File: src/rtl/b002_encoder.sv
// rtl/b002_encoder.sv - IRIG-B002 time-code generator with on-time edge timestamp reports
// Optional feature macro: B002_AUTO_INC_EN (BCD time advances by one second per frame)
module b002_encoder #(
  parameter int BIT_PERIOD = 500000,
  parameter int W0         = 100000,
  parameter int W1         = 250000,
  parameter int WP         = 400000
) (
  input  logic         clk,
  input  logic         resetn,
  input  logic         enable,
  input  logic [63:0]  counter_in,
  input  logic [39:0]  s_time_tdata,
  input  logic         s_time_tvalid,
  output logic         s_time_tready,
  output logic         irig_out,
  output logic         frame_start,
  output logic [103:0] m_axis_tdata,
  output logic         m_axis_tvalid,
  input  logic         m_axis_tready,
  output logic         m_axis_tlast,
  output logic         overflow
);

  // Tick counter is wide enough to hold any high width up to a full slot.
  localparam int TW = $clog2(BIT_PERIOD + 1);
  localparam logic [TW-1:0] TICK_LAST = TW'(BIT_PERIOD - 1);
  localparam logic [TW-1:0] TW0 = TW'(W0);
  localparam logic [TW-1:0] TW1 = TW'(W1);
  localparam logic [TW-1:0] TWP = TW'(WP);
  localparam logic [6:0] BIT_LAST = 7'd99;

  // Position identifiers: Pr at slot 0, P markers at every slot ending in 9.
  function automatic logic [99:0] f_marker_mask();
    logic [99:0] m;
    m = '0;
    for (int i = 0; i < 100; i++) begin
      if ((i == 0) || ((i % 10) == 9)) begin
        m[i] = 1'b1;
      end
    end
    return m;
  endfunction

  localparam logic [99:0] MARKER_MASK = f_marker_mask();

`ifdef B002_AUTO_INC_EN
  // Single BCD digit increment; 9 wraps to 0 and the caller handles the carry.
  function automatic logic [3:0] f_dinc(input logic [3:0] d);
    return (d == 4'd9) ? 4'd0 : (d + 4'd1);
  endfunction
`endif

  // Time used for the next frame when nothing new was loaded.
  function automatic logic [39:0] f_next_time(input logic [39:0] t);
    logic [39:0] n;
    n = t;
`ifdef B002_AUTO_INC_EN
    if (t[6:0] != 7'h59) begin
      n[3:0] = f_dinc(t[3:0]);
      if (t[3:0] == 4'd9) n[6:4] = t[6:4] + 3'd1;
    end else begin
      n[6:0] = '0;
      if (t[13:7] != 7'h59) begin
        n[10:7] = f_dinc(t[10:7]);
        if (t[10:7] == 4'd9) n[13:11] = t[13:11] + 3'd1;
      end else begin
        n[13:7] = '0;
        if (t[19:14] != 6'h23) begin
          n[17:14] = f_dinc(t[17:14]);
          if (t[17:14] == 4'd9) n[19:18] = t[19:18] + 2'd1;
        end else begin
          n[19:14] = '0;
          if (t[29:20] != 10'h365) begin
            n[23:20] = f_dinc(t[23:20]);
            if (t[23:20] == 4'd9) begin
              n[27:24] = f_dinc(t[27:24]);
              if (t[27:24] == 4'd9) n[29:28] = t[29:28] + 2'd1;
            end
          end else begin
            // Day 365 rolls to 001; leap days come from a software reload.
            n[29:20] = 10'h001;
            n[33:30] = f_dinc(t[33:30]);
            if (t[33:30] == 4'd9) n[37:34] = f_dinc(t[37:34]);
          end
        end
      end
    end
`endif
    return n;
  endfunction

  typedef enum logic {
    S_IDLE,
    S_RUN
  } state_t;

  state_t        r_state;
  logic [TW-1:0] r_tick;
  logic [6:0]    r_bit;
  logic [39:0]   r_frame;
  logic [39:0]   r_pending;
  logic          r_pend;
  logic          r_irig;
  logic          r_frame_start;
  logic          r_overflow;
  logic [103:0]  r_tdata;
  logic          r_tvalid;

  logic [99:0]   w_bits;
  logic [TW-1:0] w_width;
  logic [39:0]   w_frame_next;
  logic          w_load;
  logic          w_latch;

  // The load port is open whenever reset is released.
  assign s_time_tready = resetn;
  assign w_load        = s_time_tvalid & s_time_tready;

  // On-time edge: first tick of slot 0 while running and still enabled.
  assign w_latch = (r_state == S_RUN) && enable && (r_tick == '0) && (r_bit == '0);

  // A pending load wins over the automatic next-second value.
  assign w_frame_next = r_pend ? r_pending : f_next_time(r_frame);

  // Spread the BCD digits of the current frame time over their slots, LSB first.
  always_comb begin
    w_bits        = '0;
    w_bits[4:1]   = r_frame[3:0];
    w_bits[8:6]   = r_frame[6:4];
    w_bits[13:10] = r_frame[10:7];
    w_bits[17:15] = r_frame[13:11];
    w_bits[23:20] = r_frame[17:14];
    w_bits[26:25] = r_frame[19:18];
    w_bits[33:30] = r_frame[23:20];
    w_bits[38:35] = r_frame[27:24];
    w_bits[41:40] = r_frame[29:28];
    w_bits[53:50] = r_frame[33:30];
    w_bits[58:55] = r_frame[37:34];
  end

  // High width of the slot currently being transmitted.
  always_comb begin
    w_width = TW0;
    if (MARKER_MASK[r_bit]) begin
      w_width = TWP;
    end else if (w_bits[r_bit]) begin
      w_width = TW1;
    end
  end

  // Sequencer, frame latch, time load and timestamp report, all registered.
  always_ff @(posedge clk) begin
    if (!resetn) begin
      r_state       <= S_IDLE;
      r_tick        <= '0;
      r_bit         <= '0;
      r_frame       <= '0;
      r_pending     <= '0;
      r_pend        <= 1'b0;
      r_irig        <= 1'b0;
      r_frame_start <= 1'b0;
      r_overflow    <= 1'b0;
      r_tdata       <= '0;
      r_tvalid      <= 1'b0;
    end else begin
      r_frame_start <= 1'b0;
      r_overflow    <= 1'b0;
      if (r_tvalid && m_axis_tready) begin
        r_tvalid <= 1'b0;
      end

      case (r_state)
        S_IDLE: begin
          r_irig <= 1'b0;
          r_tick <= '0;
          r_bit  <= '0;
          if (enable) begin
            r_state <= S_RUN;
          end
        end

        S_RUN: begin
          if (!enable) begin
            // Abandon the frame; the next enable restarts at slot 0.
            r_state <= S_IDLE;
            r_irig  <= 1'b0;
            r_tick  <= '0;
            r_bit   <= '0;
          end else begin
            r_irig <= (r_tick < w_width);
            if (r_tick == TICK_LAST) begin
              r_tick <= '0;
              r_bit  <= (r_bit == BIT_LAST) ? 7'd0 : (r_bit + 7'd1);
            end else begin
              r_tick <= r_tick + 1'b1;
            end

            if (w_latch) begin
              r_frame       <= w_frame_next;
              r_pend        <= 1'b0;
              r_tdata       <= {counter_in, w_frame_next};
              r_tvalid      <= 1'b1;
              r_frame_start <= 1'b1;
              // An unconsumed report is replaced; flag the loss.
              r_overflow    <= r_tvalid && !m_axis_tready;
            end
          end
        end

        default: begin
          r_state <= S_IDLE;
        end
      endcase

      // A load in the latch cycle lands after the latch and applies to the next frame.
      if (w_load) begin
        r_pending <= s_time_tdata;
        r_pend    <= 1'b1;
      end
    end
  end

  assign irig_out      = r_irig;
  assign frame_start   = r_frame_start;
  assign overflow      = r_overflow;
  assign m_axis_tdata  = r_tdata;
  assign m_axis_tvalid = r_tvalid;
  assign m_axis_tlast  = r_tvalid;

endmodule

File: config.mk
export PLATFORM = sky130hd
export DESIGN_NAME = b002_encoder
export DESIGN_NICKNAME = d
export VERILOG_FILES = /design/src/rtl/b002_encoder.sv
export SDC_FILE = /design/constraint.sdc
export NUM_CORES = 1
export LEC_CHECK = 0
export BUFFER_PORTS_ARGS = -buffer_cell sky130_fd_sc_hd__buf_4
export CORE_MARGIN = 10
export CORE_UTILIZATION = 52
export CTS_CLUSTER_SIZE = 28
export DETAILED_ROUTE_END_ITERATION = 10
export PLACE_DENSITY_LB_ADDON = 0.08
export SLEW_MARGIN = 40
export SYNTH_ARGS = -nofsm -noshare
export SYNTH_HDL_FRONTEND = slang
export SYNTH_SLANG_ARGS = --single-unit
File: constraint.sdc
create_clock -name clk -period 4.4 [get_ports clk]
set_clock_uncertainty 0.1 [all_clocks]
set_input_delay 0.22 -clock clk [delete_from_list [all_inputs] [get_ports clk]]
set_output_delay 0.22 -clock clk [all_outputs]
set_load 0.05 [all_outputs]
==> impl_metrics.tcl <==
set metrics [dict create \
    yosysTopAreaCell "dfxtp_1" \
    ys_types 54 \
    synth_fa_ha_area_share_pct 2.21 \
    insertion_delay_ps 430 \
    grt_remaining_overflow 0 \
    num-fill-cells 1040 \
    clkSlewWorstSetupHoldPaths_ps 60 \
    fmax_mhz 289 \
    drtAntennaViolNets 0 \
    syn_area_per_cell_um2 8.64 \
    p_leak_nw 4.49 \
    die_w_um 143 \
    final_nets 1314 \
    min_period_ps 3460 \
    drive_gt1_share_pct 22.3 \
    crit_chain "buf_4 -> mux2i_1 -> mux4_2 -> nor3b_1 -> or4_1 -> a21o_1 -> inv_1 -> ha_1 -> nand4b_1 -> a211o_1 -> o41ai_1 -> o31ai_1" \
    synthesis.instances 904 \
    ys_warn_count 0 \
    htreeDepth 4 \
    start_util_pct 53.3 \
    fp.dieH_um 143 \
    cts_buffers 17 \
    synth-compound-area-share_pct 14.5 \
    synthesis.area_um2 7810 \
    tightest_slew_ps 772 \
    setup_viol 0 \
    powerDensity_nw_per_um2 316 \
    ir_drop_mv 0.258 \
    critPathLaunchType "register" \
    drc 0 \
    grt_max_degree 129 \
    dp_worst_setup_slack_ps 968 \
    coreArea_um2 14600 \
    firstDrtPassIters 5 \
    critPathRequiredTime_ps 4610 \
    design.die.area_um2 20300 \
    hold_class "in2reg" \
    synth_top_family_by_area "simple AND/OR/NAND/NOR gates" \
    ys_seq_area_share_pct 45.4 \
    fin_tns_setup_ps 0 \
    syn-num-nets 1025 \
    cts_resized 0 \
    yosys_register_bits 177 \
    dpl.hpwl_um 15700 \
    status "finished clean" \
    critPathKind "reg2reg" \
    yosys-top-cells-area "dfxtp_1 (45%), nand2_1 (11%), a21boi_0 (9.5%)" \
    synthArstFlopShare_pct 0 \
    wl_per_cell_um 17.0 \
    hold_violations 0 \
    grt_pass1_wl_um 37600 \
    clockBufferDepth 2 \
    drt_iter0_drc 451 \
    grtUsageMet3_pct 6.17 \
    fin_util_pct 75.7 \
    cts_tree "yes" \
    use_met1_pct 27.4 \
    num_rows 44 \
    maxSlewHeadroom_pct 48.5 \
    synthMuxAreaShare_pct 7.69 \
    final_cell_count_no_fill 1392 \
    yosys.area_share.simple_pct 23.7 \
    wl_um 23700 \
    synth_flop_cell "dfxtp_1" \
    rsz0062_at_grt "no" \
    place_inst 1252 \
    cp_slowest_cell "or4_1" \
    synth-edff-count 0 \
    endpoint_kind "register" \
    first_global_vias 7079 \
    globalRouteTotalUtil_pct 23.1 \
    critPathArrivalTime_ps 3670 \
    max_stage_delay_ps 490 \
    areaGrowthSynthToFinish_pct 41.9 \
    synth.top_cell.area_share_pct 45.4 \
    min_period_over_period_pct 78.6 \
    vias 7299 \
    holdWs_ps 83.4 \
    grtUsageMet2_pct 39.0 \
    drv_cap 0 \
    grt_busiest_layer "met2" \
    gp_congestion 0.914 \
    critPathTopFamily "compound AO/OA/AOI/OAI gates" \
    vias_per_cell 5.24 \
    synth_xor_area_share_pct 2.24 \
    root_buffer "clkbuf_16" \
    io_buffers 218 \
    clock_sinks 177 \
    num_io_pins 219 \
    slew_viol_final 0 \
    setup_ws_ps 941 \
    antenna_found_initial 2 \
    path_buf_inv 2 \
    crit_fanout 25 \
]
[Yosys cell counts, drive strengths merged, types with 9 or more instances]
cell type	n
buf	24
inv	15
and2	9
nand3	18
xor2	11
nor3	11
nand2	235
mux2i	51
ha	12
xnor2	9
nor2	37
clkbuf	37
nor2b	42
nor4	9
a21boi	107
dfxtp	177
a21oi	13
[routing by layer]
layer | routed length, um | share of wire (%)
met4 | 598 | 2.5
met5 | 0 | 0
met3 | 1580 | 6.7
met1 | 9900 | 42
met2 | 11600 | 49
[cell usage in the layout (no fill, tap or decap), types with 3 or more instances in the layout]
cell | Yosys | layout
mux2i_1 | 51 | 51
and2_1 | 9 | 9
dlygate4sd3_1 | 0 | 106
a21o_1 | 4 | 4
o31ai_1 | 5 | 5
nor2_1 | 37 | 37
nor2b_1 | 42 | 42
nand3_1 | 18 | 18
or3_1 | 4 | 4
or4_1 | 7 | 6
clkinvlp_4 | 0 | 3
nor4_1 | 9 | 8
ha_1 | 12 | 12
nor3_1 | 11 | 11
o21ai_0 | 8 | 8
xnor2_1 | 9 | 9
a21boi_1 | 8 | 8
clkbuf_8 | 0 | 3
mux2_2 | 4 | 4
o32ai_1 | 3 | 3
nand2b_1 | 7 | 7
inv_1 | 15 | 15
xor2_1 | 11 | 11
nand4_1 | 8 | 8
nand2_1 | 235 | 235
and3_1 | 4 | 4
clkinv_2 | 0 | 3
a21oi_1 | 12 | 11
dfxtp_1 | 177 | 177
buf_4 | 2 | 224
nand3b_1 | 5 | 5
clkbuf_16 | 0 | 17
a21boi_0 | 99 | 99
[metrics by stage]
stage | instance area (um2) | power, mW
after floorplan | 7810 | 1.90
after global placement | 9460 | 2.04
after detailed placement | 9460 | 2.04
after CTS | 11100 | 3.51
after global routing | 11100 | 3.62
final | 11100 | 3.50
[kinds of logic after synthesis]
| family | count (synthesis) |
|---|---|
| compound gates | 154 |
| xor+xnor | 20 |
| fa+ha+maj | 14 |
| buf+inv | 76 |
| flops | 177 |
| mux | 57 |
| simple gates | 406 |
[path summary, 6_finish.rpt]
check / cells past startpoint / slack (ps) / startpoint / to
max: 12 / 940 / r_bit[1]$_SDFFE_PN0N_ / irig_out$_SDFF_PN0_
min: 2 / 80 / resetn / m_axis_tdata[64]$_SDFFE_PN0P_
max reg2reg: 12 / 940 / r_bit[1]$_SDFFE_PN0N_ / irig_out$_SDFF_PN0_
min reg2reg: 2 / 360 / r_pending[8]$_SDFFE_PN0P_ / r_frame[8]$_SDFFE_PN0P_
[state kept, by name (all words and copies together) (netlist names), 7 cells and up]
name / cells
m_axis_tdata: 65
r_bit: 7
r_frame: 39
r_pending: 40
r_tick: 19
[final cells by class]
| cell class | count | area [um2] | area share (%) |
|---|---|---|---|
| timing repair buffer | 331 | 2750 | 24.9 |
| multi-input combinational | 651 | 3940 | 35.6 |
| inverter | 15 | 56.3 | 0.508 |
| sequential | 177 | 3540 | 32.0 |
| antenna | 2 | 5.00 | 0.0452 |
| tap | 184 | 230 | 2.08 |
| clock inverter | 10 | 75.1 | 0.677 |
| clock buffer | 22 | 474 | 4.28 |
[power by group]
part | leakage [nW] | internal (mW) | switching (mW)
sequential | 1.44 | 1.65 | 0.0261
combinational | 2.79 | 0.207 | 0.207
clock | 0.265 | 0.773 | 0.641
total | 4.49 | 2.63 | 0.874
[worst register-to-register path: stages, from the launching register on]
cell      delay [ps]
dfxtp_1          300
buf_4            270
mux2i_1          150
mux4_2           470
nor3b_1          160
or4_1            490
a21o_1           230
inv_1            130
ha_1             160
nand4b_1         110
a211o_1          310
o41ai_1          370
o31ai_1          100
[repair_timing]
item                                    in CTS  in global routing
hold endpoints to repair                   107                  0
hold buffers                               106                  0
setup buffers                                0                  0
endpoints found under the setup margin       0                  0
Power figures use the tool's default switching activity.
